`config.mk`:
```
export PLATFORM = sky130hd
export DESIGN_NAME = io_port_unit
export DESIGN_NICKNAME = d
export VERILOG_FILES = /design/src/rtl/io_pkg.sv /design/src/rtl/io_out_fifo.sv /design/src/rtl/io_port_unit.sv
export SDC_FILE = /design/constraint.sdc
export NUM_CORES = 1
export LEC_CHECK = 0
export BUFFER_PORTS_ARGS = -buffer_cell sky130_fd_sc_hd__buf_2
export CORE_MARGIN = 10
export CORE_UTILIZATION = 44
export CTS_CLUSTER_DIAMETER = 120
export CTS_CLUSTER_SIZE = 24
export DETAILED_ROUTE_END_ITERATION = 16
export PLACE_DENSITY = 0.74
export SYNTH_ARGS = -nofsm -noshare
export SYNTH_HDL_FRONTEND = slang
export SYNTH_HIERARCHICAL = 1
export SYNTH_SLANG_ARGS = --single-unit
```
`constraint.sdc`:
```
create_clock -name clk -period 1.34 [get_ports clk]
set_input_delay 0.067 -clock clk [delete_from_list [all_inputs] [get_ports clk]]
set_output_delay 0.067 -clock clk [all_outputs]
set_load 0.02 [all_outputs]
```
`src/rtl/io_pkg.sv`:
```
// Shared constants for the WB-stage I/O port: data width, I/O opcode and
// register-address selectors used by the decode and WB paths.
package io_pkg;

    localparam int IO_DATA_W = 8;
    localparam logic [3:0] OPC_IO = 4'd7;

    typedef enum logic [1:0] {
        RA_PUSH = 2'b00,
        RA_POP  = 2'b01,
        RA_OUT  = 2'b10,
        RA_IN   = 2'b11
    } io_ra_e;

endpackage

```
`src/rtl/io_out_fifo.sv`:
```
// Output buffer for OUT stores: power-of-two FIFO with a combinational head and
// a stall flag raised when a store arrives while full and nothing drains.
module io_out_fifo
    import io_pkg::*;
#(
    parameter int DATA_W = IO_DATA_W,
    parameter int DEPTH  = 2
) (
    input  logic              clk,
    input  logic              rst_n,
    input  logic              push_req,
    input  logic [DATA_W-1:0] push_data,
    input  logic              ack,
    output logic [DATA_W-1:0] head_data,
    output logic              valid,
    output logic              stall
);

    localparam int ADDR_W = $clog2(DEPTH);
    localparam int CNT_W  = ADDR_W + 1;
    localparam logic [CNT_W-1:0] FULL_CNT = CNT_W'(DEPTH);
    localparam logic [CNT_W-1:0] ZERO_CNT = {CNT_W{1'b0}};
    localparam logic [CNT_W-1:0] ONE_CNT  = CNT_W'(1);
    localparam logic [ADDR_W-1:0] ONE_PTR = ADDR_W'(1);

    logic [DATA_W-1:0] mem_r [DEPTH];
    logic [ADDR_W-1:0] wr_ptr_r;
    logic [ADDR_W-1:0] rd_ptr_r;
    logic [CNT_W-1:0]  count_r;
    logic              full_s;
    logic              pop_s;
    logic              push_s;

    // Handshake decode: a pop frees the slot a same-cycle push needs when full
    always_comb begin
        full_s = (count_r == FULL_CNT);
        pop_s  = (count_r != ZERO_CNT) && ack;
        push_s = push_req && (!full_s || pop_s);
        stall  = push_req && full_s && !pop_s;
        valid  = (count_r != ZERO_CNT);
        head_data = mem_r[rd_ptr_r];
    end

    // Storage, pointers and occupancy
    always_ff @(posedge clk or negedge rst_n) begin
        if (!rst_n) begin
            for (int i = 0; i < DEPTH; i++) begin
                mem_r[i] <= {DATA_W{1'b0}};
            end
            wr_ptr_r <= {ADDR_W{1'b0}};
            rd_ptr_r <= {ADDR_W{1'b0}};
            count_r  <= ZERO_CNT;
        end else begin
            if (push_s) begin
                mem_r[wr_ptr_r] <= push_data;
                wr_ptr_r        <= wr_ptr_r + ONE_PTR;
            end
            if (pop_s) begin
                rd_ptr_r <= rd_ptr_r + ONE_PTR;
            end
            case ({push_s, pop_s})
                2'b10:   count_r <= count_r + ONE_CNT;
                2'b01:   count_r <= count_r - ONE_CNT;
                default: count_r <= count_r;
            endcase
        end
    end

endmodule

```
`src/rtl/io_port_unit.sv`:
```
// WB-stage I/O port: buffered OUT transfers and synchronized IN capture.
// Optional overwrite counter enabled by defining IO_OVERFLOW_CNT_EN.
module io_port_unit
    import io_pkg::*;
#(
    parameter int DATA_W    = IO_DATA_W,
    parameter int OUT_DEPTH = 2
) (
    input  logic              clk,
    input  logic              rst_n,
    input  logic              ld_out,
    input  logic [DATA_W-1:0] out_wdata,
    output logic [DATA_W-1:0] out_data,
    output logic              out_valid,
    input  logic              out_ack,
    output logic              io_stall,
    input  logic [DATA_W-1:0] in_pin,
    input  logic              in_strobe,
    input  logic              in_rd,
    output logic [DATA_W-1:0] in_rdata,
    output logic              in_avail,
    output logic [7:0]        in_ovf_cnt
);

    logic              sync1_r;
    logic              sync2_r;
    logic              edge_r;
    logic              rise_s;
    logic [DATA_W-1:0] in_rdata_r;
    logic              in_avail_r;

    io_out_fifo #(
        .DATA_W (DATA_W),
        .DEPTH  (OUT_DEPTH)
    ) u_out_fifo (
        .clk       (clk),
        .rst_n     (rst_n),
        .push_req  (ld_out),
        .push_data (out_wdata),
        .ack       (out_ack),
        .head_data (out_data),
        .valid     (out_valid),
        .stall     (io_stall)
    );

    // Strobe is asynchronous: two flops for metastability, a third for edge history
    always_ff @(posedge clk or negedge rst_n) begin
        if (!rst_n) begin
            sync1_r <= 1'b0;
            sync2_r <= 1'b0;
            edge_r  <= 1'b0;
        end else begin
            sync1_r <= in_strobe;
            sync2_r <= sync1_r;
            edge_r  <= sync2_r;
        end
    end

    assign rise_s = sync2_r & ~edge_r;

    // Capture register; a fresh capture outranks a same-cycle read
    always_ff @(posedge clk or negedge rst_n) begin
        if (!rst_n) begin
            in_rdata_r <= {DATA_W{1'b0}};
            in_avail_r <= 1'b0;
        end else if (rise_s) begin
            in_rdata_r <= in_pin;
            in_avail_r <= 1'b1;
        end else if (in_rd) begin
            in_avail_r <= 1'b0;
        end else begin
            in_avail_r <= in_avail_r;
        end
    end

    assign in_rdata = in_rdata_r;
    assign in_avail = in_avail_r;

`ifdef IO_OVERFLOW_CNT_EN
    logic [7:0] ovf_cnt_r;

    // Count unread captures that get overwritten, saturating
    always_ff @(posedge clk or negedge rst_n) begin
        if (!rst_n) begin
            ovf_cnt_r <= 8'h00;
        end else if (rise_s && in_avail_r && !in_rd && (ovf_cnt_r != 8'hFF)) begin
            ovf_cnt_r <= ovf_cnt_r + 8'h01;
        end else begin
            ovf_cnt_r <= ovf_cnt_r;
        end
    end

    assign in_ovf_cnt = ovf_cnt_r;
`else
    assign in_ovf_cnt = 8'h00;
`endif

endmodule

```
==> reports/qor.txt <==
Die Span Y -> 77.3 um
clock root cell -> clkbuf_4
Final Non-Filler Cells -> 219
Metal-1 WL -> 1320 um
routability cong. -> 0.746
WP data arrival -> 1640 ps
yosys warns -> 6
Initial DRT Pass Iterations -> 4
multi-input logic area -> 633 um^2
ant diodes -> 0
Worst Hold Path EP -> u_out_fifo/rd_ptr_r
EDFF count, synth -> 0
Post-Synthesis Cells -> 100
IO Port Bufs -> 40
core area -> 0.00310 mm^2
Post-DP HPWL -> 2340 um
CTS tree -> yes
status -> finished, violations left
routed wl met2 -> 1820 um
library cells used by synthesis -> 25
CTS clk-pin slew, worst paths -> 100 ps
crit-path cells -> nor3b_4 > buf_6 > nor3_4 > buf_12 > mux2_2
maximum vdd drop -> 0.00126 V
# rows -> 20
# clock sinks -> 32
Pleak -> 1.04 nW
Mapped Area -> 0.00145 mm^2
# DRC -> 0
endpoints failing setup -> 25
ys flop type -> dfrtp_1
clock insertion delay at the later pin of the skew report -> 330 ps
Vias/cell -> 4.58
highest clock rate -> 700 MHz
antenna violations before repair -> 0
crit path kind -> reg2reg
fillers -> 234
Max Cap Viol -> 0
R2R setup slack -> -90 ps
Crit Path Max Fanout -> 9
Post-synth ARST share -> 100%
minimum clock period -> 1430 ps
slowest stage cell, crit path -> dfrtp_1
final worst-path cycle share -> 107%
Comb pwr share -> 52.1%
fin. max-slew vios -> 0
crit-path max cell delay -> 390 ps
power share of the sequential group -> 35.0%
final WL -> 3410 um
Clock Path Buffers -> 2
Starting Density -> 46.6%
Placement Setup Slack -> 4.74 ps
Ports -> 49
H-tree levels -> 2
sw power -> 1.48 mW
Internal -> 2.91 mW
first-pass GRT wire length -> 5620 um
Num CTS Buffers -> 5
CP startpoint kind -> flop
Top Layer Used -> met4
Die ar. -> 0.00598 mm^2
sequential-to-total area share from yosys stat -> 55.4%
vias in the first global route -> 1,178
net count reported at finish -> 196
failing checks -> setup timing
vias post-DR -> 1,004
share of layout cells above drive strength 1 -> 56.6%
Worst R2R Start -> u_out_fifo/count_r[1]
RSZ-0062 raised after global routing -> yes
Mapped Avg Cell Area -> 14.5 um^2
post-route ant nets -> 0
Total GRT Usage -> 11.8%
sw frac -> 33.7%
Routed WL per cell -> 15.6 um
synth-to-layout area growth -> 48.0%
Critical R2R Capture -> u_out_fifo/mem_r[11]
met3 wire length -> 201 um
final core utilization -> 68.9%
cells on worst reg2reg path -> 5
required time worst endpoint -> 1550 ps
Clock power frac -> 12.9%
post-route worst setup slack -> -87.9 ps
total grt overflow -> 0
die width -> 77.3 um
Crit. End Element -> flop
PD cells -> 2050 mW/mm^2
Final Skew -> 9.26 ps
Final Hold Viols -> 0
Hold WS -> 42.3 ps
# placed instances -> 187
total negative slack -> -1430 ps
Worst Hold Class -> in2reg
Yosys reg bits -> 32
largest net degree at the start of global routing -> 33
register area -> 802 um^2
hold_sp -> out_ack
drt initial violations -> 58
worst hold stages -> 3
==> layer usage <==
metal,vias up,track usage (%)
met5,-,0
met4,0,5.29
met3,7,5.36
met2,29,20.2
met1,499,12.3
li1,469,-
==> placed cells by master (no fill, tap or decap), types with 2 or more instances in the layout <==
master         instances
a21oi_1                2
buf_12                 2
buf_2                 30
buf_4                  5
buf_6                 14
clkbuf_4               5
clkinv_2               2
conb_1                 8
dfrtp_1               31
dlygate4sd3_1         19
inv_1                  3
mux2_2                13
mux2_4                19
nand2_1                3
nand2b_1               3
==> worst max-delay path by stage <==
stage                          start                    to  slack (ps)  depth (start not counted)
2_1_floorplan  u_out_fifo/count_r[1]   u_out_fifo/mem_r[0]         -10                          3
3_3_place_gp   u_out_fifo/count_r[0]   u_out_fifo/mem_r[7]          40                          4
3_5_place_dp   u_out_fifo/count_r[0]   u_out_fifo/mem_r[7]           5                          4
4_1_cts        u_out_fifo/count_r[1]  u_out_fifo/mem_r[11]        -100                          5
5_1_grt        u_out_fifo/count_r[1]   u_out_fifo/mem_r[8]        -120                          5
6_report       u_out_fifo/count_r[1]  u_out_fifo/mem_r[11]         -90                          5
==> stage by stage <==
| stage | total power [mW] | cell area [um^2] |
|---|---|---|
| 2_1_floorplan | 2.63 | 1470 |
| 3_3_place_gp | 3.13 | 1720 |
| 3_5_place_dp | 3.20 | 1720 |
| 4_1_cts | 4.17 | 2070 |
| 5_1_grt | 4.67 | 2140 |
| 6_report | 4.39 | 2140 |
==> cells in the mapped netlist, types with 2 or more instances <==
cell	number	share of area, %
dfrtp_1	32	55
mux2_2	24	19
buf_4	8	4.2
mux2_4	8	8.3
inv_1	3	0.78
nand2_1	3	0.78
nand2b_1	3	1.3
a21oi_1	2	0.69
==> power groups by stage <==
| stage | Sequential [mW] | Clock, mW | Combinational (mW) |
|---|---|---|---|
| after floorplan | 1.54 | 0 | 1.10 |
| after global placement | 1.56 | 0 | 1.58 |
| after detailed placement | 1.58 | 0 | 1.62 |
| after CTS | 1.52 | 0.596 | 2.05 |
| after global routing | 1.59 | 0.639 | 2.45 |
| final | 1.54 | 0.566 | 2.29 |
==> registers in the layout, indices dropped and copies added (netlist names) <==
signal,flops
u_out_fifo/mem_r,16
in_rdata,8
u_out_fifo/wr_ptr_r,1
u_out_fifo/count_r,2
u_out_fifo/rd_ptr_r,1
edge_r,1
sync1_r,1
sync2_r,1
in_avail,1
==> critical path, delay by kind of cell (launching register included) <==
family                 cells  cell delay [ps]
buffers and inverters      2              280
flip-flops                 1              390
multiplexers               1              330
AND/OR/NAND/NOR            2              310
==> what timing repair did <==
action | CTS | global route
hold buffers | 18 | 1
resized for setup | 24 | 16
setup endpoints to repair | 15 | 26
endpoints found under the hold margin | 57 | 1
pin swaps | 2 | 1
cloned | 0 | 0
setup buffers | 4 | 1
==> cells by family after synthesis <==
logic type | synth area share (%)
flip-flops | 55.4
XOR/XNOR | 0.606
multiplexers | 27.7
AND/OR/NAND/NOR | 7.88
buffers and inverters | 5.97
AO/OA/AOI/OAI | 2.16
other | 0.259
==> layout make-up <==
| class | instances | share of cell area, % |
|---|---|---|
| clock buffer | 6 | 2.40 |
| clock inverter | 2 | 0.468 |
| inverter | 3 | 0.527 |
| multi-input combinational | 62 | 29.6 |
| sequential | 32 | 37.5 |
| tap | 44 | 2.57 |
| timing repair buffer | 70 | 26.9 |
Power figures use the tool's default switching activity.
